==> src/rtl/div_arbiter_if.sv <==
// ----------------------------------------------------------------------------
// div_arbiter_if
//
// Bundle of all handshake/bus signals around div_arbiter: two requester
// channels, the shared-divider channel, the response channel and busy.
//
//   req0_* / req1_*  : valid/ready + dividend/divisor from each requester
//   div_*            : start pulse + operands to the divider, done + results back
//   rsp_*            : valid/ready + id/quot/rem/dbz to the response consumer
//   busy             : arbiter is not idle
//
// Modports:
//   slave  - the arbiter itself
//   master - the environment (requesters, divider datapath, response consumer)
// ----------------------------------------------------------------------------
interface div_arbiter_if #(
    parameter int unsigned WIDTH = 8
);

    logic             req0_valid;
    logic             req0_ready;
    logic [WIDTH-1:0] req0_dividend;
    logic [WIDTH-1:0] req0_divisor;

    logic             req1_valid;
    logic             req1_ready;
    logic [WIDTH-1:0] req1_dividend;
    logic [WIDTH-1:0] req1_divisor;

    logic             div_start;
    logic [WIDTH-1:0] div_dividend;
    logic [WIDTH-1:0] div_divisor;
    logic             div_done;
    logic [WIDTH-1:0] div_quot;
    logic [WIDTH-1:0] div_rem;

    logic             rsp_valid;
    logic             rsp_ready;
    logic             rsp_id;
    logic [WIDTH-1:0] rsp_quot;
    logic [WIDTH-1:0] rsp_rem;
    logic             rsp_dbz;

    logic             busy;

    modport slave (
        input  req0_valid, req0_dividend, req0_divisor,
        output req0_ready,
        input  req1_valid, req1_dividend, req1_divisor,
        output req1_ready,
        output div_start, div_dividend, div_divisor,
        input  div_done, div_quot, div_rem,
        output rsp_valid, rsp_id, rsp_quot, rsp_rem, rsp_dbz,
        input  rsp_ready,
        output busy
    );

    modport master (
        output req0_valid, req0_dividend, req0_divisor,
        input  req0_ready,
        output req1_valid, req1_dividend, req1_divisor,
        input  req1_ready,
        input  div_start, div_dividend, div_divisor,
        output div_done, div_quot, div_rem,
        input  rsp_valid, rsp_id, rsp_quot, rsp_rem, rsp_dbz,
        output rsp_ready,
        input  busy
    );

endinterface

==> src/rtl/div_arbiter.sv <==
// ----------------------------------------------------------------------------
// div_arbiter
//
// Shares one multi-cycle divider between two requesters. Only one division is
// in flight at a time. Ties between requesters are broken round-robin based
// on which requester was served last (req0 wins the first tie after reset).
//
// Ports:
//   i_clk    - rising-edge clock
//   i_rst_n  - synchronous active-low reset
//   arb_io   - div_arbiter_if.slave: requester, divider and response channels
//
// Optional feature (macro DIV_ARB_DBZ_EN):
//   defined   - a zero divisor is answered locally (quot = all ones,
//               rem = dividend, rsp_dbz = 1) without starting the divider
//   undefined - a zero divisor goes to the divider like any other request and
//               rsp_dbz is tied low
// ----------------------------------------------------------------------------
module div_arbiter #(
    parameter int unsigned WIDTH = 8
) (
    input logic          i_clk,
    input logic          i_rst_n,
    div_arbiter_if.slave arb_io
);

    typedef enum logic [1:0] {
        StIdle,
        StIssue,
        StBusy,
        StResp
    } state_e;

    state_e           state_q, state_d;
    logic             last_q, last_d;          // requester served most recently
    logic             id_q, id_d;
    logic [WIDTH-1:0] dividend_q, dividend_d;
    logic [WIDTH-1:0] divisor_q, divisor_d;
    logic [WIDTH-1:0] quot_q, quot_d;
    logic [WIDTH-1:0] rem_q, rem_d;
`ifdef DIV_ARB_DBZ_EN
    logic             dbz_q, dbz_d;
`endif

    logic             grant_id;
    logic             any_valid;
    logic [WIDTH-1:0] sel_dividend;
    logic [WIDTH-1:0] sel_divisor;

    // ------------------------------------------------------------------------
    // Grant selection: a lone requester wins outright, a tie goes to the
    // requester that was not served last.
    // ------------------------------------------------------------------------
    always_comb begin
        any_valid = arb_io.req0_valid || arb_io.req1_valid;
        if (arb_io.req0_valid && arb_io.req1_valid) begin
            grant_id = !last_q;
        end else begin
            grant_id = !arb_io.req0_valid;
        end
        sel_dividend = grant_id ? arb_io.req1_dividend : arb_io.req0_dividend;
        sel_divisor  = grant_id ? arb_io.req1_divisor  : arb_io.req0_divisor;
    end

    // ------------------------------------------------------------------------
    // Next-state logic
    // ------------------------------------------------------------------------
    always_comb begin
        state_d    = state_q;
        last_d     = last_q;
        id_d       = id_q;
        dividend_d = dividend_q;
        divisor_d  = divisor_q;
        quot_d     = quot_q;
        rem_d      = rem_q;
`ifdef DIV_ARB_DBZ_EN
        dbz_d      = dbz_q;
`endif

        unique case (state_q)
            StIdle: begin
                // Ready is asserted to the granted valid requester, so any
                // valid in idle is a handshake.
                if (any_valid) begin
                    id_d       = grant_id;
                    dividend_d = sel_dividend;
                    divisor_d  = sel_divisor;
`ifdef DIV_ARB_DBZ_EN
                    if (sel_divisor == '0) begin
                        quot_d  = '1;
                        rem_d   = sel_dividend;
                        dbz_d   = 1'b1;
                        state_d = StResp;
                    end else begin
                        dbz_d   = 1'b0;
                        state_d = StIssue;
                    end
`else
                    state_d = StIssue;
`endif
                end
            end

            StIssue: begin
                state_d = StBusy;
            end

            StBusy: begin
                if (arb_io.div_done) begin
                    quot_d  = arb_io.div_quot;
                    rem_d   = arb_io.div_rem;
                    state_d = StResp;
                end
            end

            StResp: begin
                if (arb_io.rsp_ready) begin
                    last_d  = id_q;
                    state_d = StIdle;
                end
            end

            default: begin
                state_d = StIdle;
            end
        endcase
    end

    // ------------------------------------------------------------------------
    // Outputs (all derived from registered state except the ready strobes)
    // ------------------------------------------------------------------------
    always_comb begin
        arb_io.req0_ready = 1'b0;
        arb_io.req1_ready = 1'b0;
        if (state_q == StIdle) begin
            arb_io.req0_ready = arb_io.req0_valid && !grant_id;
            arb_io.req1_ready = arb_io.req1_valid && grant_id;
        end

        arb_io.div_start    = (state_q == StIssue);
        arb_io.div_dividend = dividend_q;
        arb_io.div_divisor  = divisor_q;

        arb_io.rsp_valid = (state_q == StResp);
        arb_io.rsp_id    = id_q;
        arb_io.rsp_quot  = quot_q;
        arb_io.rsp_rem   = rem_q;
`ifdef DIV_ARB_DBZ_EN
        arb_io.rsp_dbz   = dbz_q;
`else
        arb_io.rsp_dbz   = 1'b0;
`endif

        arb_io.busy = (state_q != StIdle);
    end

    // ------------------------------------------------------------------------
    // State registers
    // ------------------------------------------------------------------------
    always_ff @(posedge i_clk) begin
        if (!i_rst_n) begin
            state_q    <= StIdle;
            last_q     <= 1'b1;
            id_q       <= 1'b0;
            dividend_q <= '0;
            divisor_q  <= '0;
            quot_q     <= '0;
            rem_q      <= '0;
`ifdef DIV_ARB_DBZ_EN
            dbz_q      <= 1'b0;
`endif
        end else begin
            state_q    <= state_d;
            last_q     <= last_d;
            id_q       <= id_d;
            dividend_q <= dividend_d;
            divisor_q  <= divisor_d;
            quot_q     <= quot_d;
            rem_q      <= rem_d;
`ifdef DIV_ARB_DBZ_EN
            dbz_q      <= dbz_d;
`endif
        end
    end

endmodule

==> src/flat_wrapper.sv <==
// flat-port wrapper written by rule: the top's interface ports become plain ports
module div_arbiter_flat 
#(
    parameter int unsigned WIDTH = 8
)
  (i_clk, i_rst_n, arb_io_req0_valid, arb_io_req0_dividend, arb_io_req0_divisor, arb_io_req0_ready, arb_io_req1_valid, arb_io_req1_dividend, arb_io_req1_divisor, arb_io_req1_ready, arb_io_div_start, arb_io_div_dividend, arb_io_div_divisor, arb_io_div_done, arb_io_div_quot, arb_io_div_rem, arb_io_rsp_valid, arb_io_rsp_id, arb_io_rsp_quot, arb_io_rsp_rem, arb_io_rsp_dbz, arb_io_rsp_ready, arb_io_busy);
  div_arbiter_if #(.WIDTH(WIDTH)) arb_io_i ();
  input logic i_clk;
  input logic i_rst_n;
  input wire logic [$bits(arb_io_i.req0_valid)-1:0] arb_io_req0_valid;
  input wire logic [$bits(arb_io_i.req0_dividend)-1:0] arb_io_req0_dividend;
  input wire logic [$bits(arb_io_i.req0_divisor)-1:0] arb_io_req0_divisor;
  output wire logic [$bits(arb_io_i.req0_ready)-1:0] arb_io_req0_ready;
  input wire logic [$bits(arb_io_i.req1_valid)-1:0] arb_io_req1_valid;
  input wire logic [$bits(arb_io_i.req1_dividend)-1:0] arb_io_req1_dividend;
  input wire logic [$bits(arb_io_i.req1_divisor)-1:0] arb_io_req1_divisor;
  output wire logic [$bits(arb_io_i.req1_ready)-1:0] arb_io_req1_ready;
  output wire logic [$bits(arb_io_i.div_start)-1:0] arb_io_div_start;
  output wire logic [$bits(arb_io_i.div_dividend)-1:0] arb_io_div_dividend;
  output wire logic [$bits(arb_io_i.div_divisor)-1:0] arb_io_div_divisor;
  input wire logic [$bits(arb_io_i.div_done)-1:0] arb_io_div_done;
  input wire logic [$bits(arb_io_i.div_quot)-1:0] arb_io_div_quot;
  input wire logic [$bits(arb_io_i.div_rem)-1:0] arb_io_div_rem;
  output wire logic [$bits(arb_io_i.rsp_valid)-1:0] arb_io_rsp_valid;
  output wire logic [$bits(arb_io_i.rsp_id)-1:0] arb_io_rsp_id;
  output wire logic [$bits(arb_io_i.rsp_quot)-1:0] arb_io_rsp_quot;
  output wire logic [$bits(arb_io_i.rsp_rem)-1:0] arb_io_rsp_rem;
  output wire logic [$bits(arb_io_i.rsp_dbz)-1:0] arb_io_rsp_dbz;
  input wire logic [$bits(arb_io_i.rsp_ready)-1:0] arb_io_rsp_ready;
  output wire logic [$bits(arb_io_i.busy)-1:0] arb_io_busy;
  assign arb_io_i.req0_valid = arb_io_req0_valid;
  assign arb_io_i.req0_dividend = arb_io_req0_dividend;
  assign arb_io_i.req0_divisor = arb_io_req0_divisor;
  assign arb_io_req0_ready = arb_io_i.req0_ready;
  assign arb_io_i.req1_valid = arb_io_req1_valid;
  assign arb_io_i.req1_dividend = arb_io_req1_dividend;
  assign arb_io_i.req1_divisor = arb_io_req1_divisor;
  assign arb_io_req1_ready = arb_io_i.req1_ready;
  assign arb_io_div_start = arb_io_i.div_start;
  assign arb_io_div_dividend = arb_io_i.div_dividend;
  assign arb_io_div_divisor = arb_io_i.div_divisor;
  assign arb_io_i.div_done = arb_io_div_done;
  assign arb_io_i.div_quot = arb_io_div_quot;
  assign arb_io_i.div_rem = arb_io_div_rem;
  assign arb_io_rsp_valid = arb_io_i.rsp_valid;
  assign arb_io_rsp_id = arb_io_i.rsp_id;
  assign arb_io_rsp_quot = arb_io_i.rsp_quot;
  assign arb_io_rsp_rem = arb_io_i.rsp_rem;
  assign arb_io_rsp_dbz = arb_io_i.rsp_dbz;
  assign arb_io_i.rsp_ready = arb_io_rsp_ready;
  assign arb_io_busy = arb_io_i.busy;
  div_arbiter #(.WIDTH(WIDTH)) u_core (.i_clk(i_clk), .i_rst_n(i_rst_n), .arb_io(arb_io_i));
endmodule
==> config.mk <==
export PLATFORM = sky130hd
export DESIGN_NAME = div_arbiter_flat
export DESIGN_NICKNAME = d
export VERILOG_FILES = /design/src/rtl/div_arbiter_if.sv /design/src/rtl/div_arbiter.sv /design/src/flat_wrapper.sv
export SDC_FILE = /design/constraint.sdc
export NUM_CORES = 1
export LEC_CHECK = 0
export BUFFER_PORTS_ARGS = -buffer_cell sky130_fd_sc_hd__buf_2
export CAP_MARGIN = 30
export CORE_MARGIN = 1.5
export CORE_UTILIZATION = 47
export CTS_BUF_LIST = sky130_fd_sc_hd__clkbuf_8 sky130_fd_sc_hd__clkbuf_16
export DETAILED_ROUTE_END_ITERATION = 6
export PLACE_DENSITY = 0.89
export SLEW_MARGIN = 0
export SYNTH_ARGS = -nofsm -noshare
export SYNTH_HDL_FRONTEND = slang
export SYNTH_SLANG_ARGS = --single-unit
export TNS_END_PERCENT = 5
==> constraint.sdc <==
create_clock -name i_clk -period 4 [get_ports i_clk]
set_input_delay 0.8 -clock i_clk [delete_from_list [all_inputs] [get_ports i_clk]]
set_output_delay 0.8 -clock i_clk [all_outputs]
set_load 0.005 [all_outputs]
==> results_tabular.tex <==
\begin{tabular}{lr}
\hline
Metric & Value \\
\hline
\multicolumn{2}{l}{\textbf{Detailed routing}} \\
DRT iter0 DRCs & 95 \\
Via count & 1718 \\
Routed WL per cell & 12.5 um \\
Number of nets with antenna violations after detailed routing & 0 \\
DRC violations left & 0 \\
Final routed wirelength across all metal layers & 4070 um \\
Ratio of routed vias to standard cells & 5.27 \\
First-pass DRT Iterations & 5 \\
\multicolumn{2}{l}{\textbf{Clock tree}} \\
Clock Latency Late Sink & 0.28 ns \\
Number of sinks on the clock net & 36 \\
Max Root-Sink Buffers & 2 \\
Clk pin slew, worst setup/hold paths & 0.07 ns \\
CTS Hold Bufs & 0 \\
Buffers inserted during post-CTS setup optimization & 0 \\
Deepest level of the CTS H-tree & 2 \\
Clock root buffer & clkbuf\_8 \\
CTS tree & built \\
Number of buffers created by CTS & 5 \\
Post-cts resize count & 0 \\
\multicolumn{2}{l}{\textbf{Critical path}} \\
Critical path peak fanout & 21 \\
Endpoint class of the critical path & output pin \\
Required time of the worst setup path & 3.20 ns \\
Ordered cell list for the critical path & buf\_2 -> inv\_2 -> nor3\_1 -> buf\_2 \\
Setup CP Type & in2out \\
Depth of the worst register-to-register path & 5 \\
Sort of element at the start of the critical path & input port \\
Largest incremental delay on the critical path & 0.34 ns \\
Most common cell type on the critical path & buf\_2 \\
Data arrival at the endpoint of the critical path & 1.81 ns \\
Standard cell with the maximum stage delay on the critical path & buf\_2 \\
\multicolumn{2}{l}{\textbf{Synthesis}} \\
Post-synth design cell area & 0.00167 mm\^{}2 \\
Sequential cell area fraction in the yosys report & 43.1\% \\
Post-Synthesis Cells & 197 \\
Number of synthesized register bits & 36 \\
Number of different library cells in the post-synthesis netlist & 32 \\
Yosys Warn Count & 0 \\
Average instance area after synthesis & 8.49 um\^{}2 \\
Net Count, Synth & 255 \\
\multicolumn{2}{l}{\textbf{Job}} \\
Count of max-cap constraint violations & 0 \\
\multicolumn{2}{l}{\textbf{Global route}} \\
Vias in the first global route & 1588 \\
Global-route wire length before repair & 6780 um \\
Maximum number of pins on one net before global-route repair & 38 \\
GR Util All Layers & 21.3\% \\
Antenna violations before repair & 0 \\
Overflow left after global routing & 0 \\
\multicolumn{2}{l}{\textbf{Timing}} \\
Number of endpoints with negative hold slack in the final report & 0 \\
Setup repair after global routing missed its margin & no \\
Final max-slew violation count & 0 \\
Worst Clk Skew & 0.00675 ns \\
Worst slew margin & 64.6\% \\
Min Tclk post-route & 2.61 ns \\
Pin slew with the least headroom to its limit & 0.531 ns \\
Total setup violations reported at the end of the flow & 0 \\
Fraction of the cycle the final worst path needs & 65.3\% \\
Peak clock frequency supported by timing & 383 MHz \\
Setup TNS after final layout & 0 ns \\
\multicolumn{2}{l}{\textbf{Power}} \\
Leakage component of the power & 0.000999 uW \\
Areal power density over the cells & 556 mW/mm\^{}2 \\
Highest ir drop seen on vdd & 309 uV \\
\multicolumn{2}{l}{\textbf{Status}} \\
Run status & completed \\
\multicolumn{2}{l}{\textbf{Floorplanning}} \\
Standard cell core area & 0.00336 mm\^{}2 \\
Vert. Die Dim & 62.7 um \\
Starting Density & 49.7\% \\
Cell row count & 21 \\
Die area & 0.00393 mm\^{}2 \\
Count of pins on the block boundary & 93 \\
Chip Width & 62.7 um \\
\multicolumn{2}{l}{\textbf{Cells and area}} \\
Final design area excluding fillers & 0.00215 mm\^{}2 \\
Final nets & 337 \\
Antenna Diode Count & 0 \\
Layout-stage area growth over the synthesis result & 28.6\% \\
Ratio of cells with drive above 1 in the final layout & 37.1\% \\
\multicolumn{2}{l}{\textbf{Placement}} \\
GPL Wtd Cong & 0.763 \\
Instance area after placement & 0.00206 mm\^{}2 \\
Total of buffers placed on input and output ports & 91 \\
DPL Wire Length & 2920 um \\
\multicolumn{2}{l}{\textbf{Hold path}} \\
Worst hold path class & reg2reg \\
Count of cells along the worst hold path & 2 \\
\hline
\end{tabular}
[registers in the layout (all words and copies together) (netlist names)]
| name | flops |
|---|---|
| u_core.arb_io.div_dividend | 8 |
| u_core.arb_io.div_divisor | 8 |
| u_core.arb_io.rsp_quot | 8 |
| u_core.arb_io.rsp_rem | 8 |
| u_core.state_q | 2 |
| u_core.arb_io.rsp_id | 1 |
| u_core.last_q | 1 |
[routing by layer]
layer | GRT usage (%) | share of wire, % | vias to the layer above
met5 | 0 | 0 | -
met4 | 6.94 | 1.1 | 0
met3 | 7.39 | 9.4 | 6
met2 | 36.4 | 47 | 107
met1 | 24.8 | 43 | 759
li1 | - | - | 846
[kinds of logic after synthesis]
kind of cell | after synthesis | share of synthesized area (%)
simple gates | 47 | 11.7
flops | 36 | 43.1
buf+inv | 21 | 8.82
compound gates | 87 | 32.5
other cells | 1 | 0.224
mux | 1 | 0.598
fa+ha+maj | 4 | 2.99
[synth_stat cells]
library cell | instances | area (um^2)
o21ai_1 | 19 | 95.1
and2_1 | 1 | 6.26
buf_2 | 3 | 15.0
buf_8 | 1 | 15.0
o21a_1 | 1 | 7.51
a221oi_4 | 1 | 26.3
a21oi_1 | 17 | 85.1
nor2b_1 | 1 | 6.26
clkbuf_1 | 1 | 3.75
mux2i_1 | 1 | 10.0
o21ai_4 | 1 | 16.3
o21ai_0 | 14 | 70.1
conb_1 | 1 | 3.75
inv_2 | 1 | 3.75
nor3_1 | 1 | 5.00
buf_4 | 2 | 15.0
buf_1 | 2 | 7.51
nand2b_2 | 1 | 8.76
clkbuf_2 | 1 | 5.00
o21a_4 | 1 | 15.0
ha_1 | 4 | 50.1
a31oi_1 | 16 | 100
buf_6 | 6 | 67.6
nor2_1 | 2 | 7.51
a21boi_0 | 12 | 90.1
and2b_4 | 1 | 10.0
dfxtp_1 | 36 | 721
a21boi_1 | 4 | 30.0
nand2_1 | 38 | 143
inv_1 | 4 | 15.0
nand3_1 | 2 | 10.0
o31a_1 | 1 | 8.76
[power breakdown]
group | leakage, uW | total [uW] | switching (uW) | internal, uW
Combinational | 0.000655 | 446 | 249 | 197
Sequential | 0.000295 | 488 | 45.8 | 442
Clock | 0.0000486 | 261 | 124 | 137
Total | 0.000999 | 1190 | 419 | 776
[path summary, 6_finish.rpt]
path / from / end / slack, ns
setup / recovery: arb_io_req0_valid / arb_io_req0_ready / 1.39
hold / removal: u_core.arb_io.rsp_rem[2] / u_core.arb_io.rsp_rem[2] / 0.45
setup reg to reg: u_core.state_q[0] / u_core.arb_io.rsp_rem[5] / 2.48
hold reg to reg: u_core.arb_io.rsp_rem[2] / u_core.arb_io.rsp_rem[2] / 0.45
[cell usage in the layout (no fill, tap or decap), types with 5 or more instances in the layout]
master,n
inv_1,5
a31oi_1,16
nand2_1,38
buf_2,91
clkbuf_8,6
dfxtp_1,36
o21ai_1,19
a21boi_0,12
a21oi_1,17
o21ai_0,14
[cell type report]
class,count,area (um^2)
Clock buffer,6,82.6
Clock inverter,2,11.3
Fill cell,312,1210
Inverter,5,18.8
Multi-Input combinational cell,140,805
Sequential cell,36,721
Tap cell,46,57.6
Timing Repair Buffer,91,455
[through the flow]
stage	hold WS, ns	total power (uW)	setup slack, ns	util [%]	cells
final	0.449	1190	1.39	64.0	326
after global routing	0.489	1290	1.32	64.0	326
after CTS	0.453	1210	1.41	64.0	326
after detailed placement	0.443	940	1.41	61.2	318
after global placement	0.439	926	1.45	61.2	318
after floorplan	0.444	802	1.95	-	197
[worst max-delay path: cells and delay by family]
kind	cells	cell delay, ns
buffers and inverters	3	0.72
AND/OR/NAND/NOR	1	0.28
No activity file was read; power rests on OpenSTA's default activity.
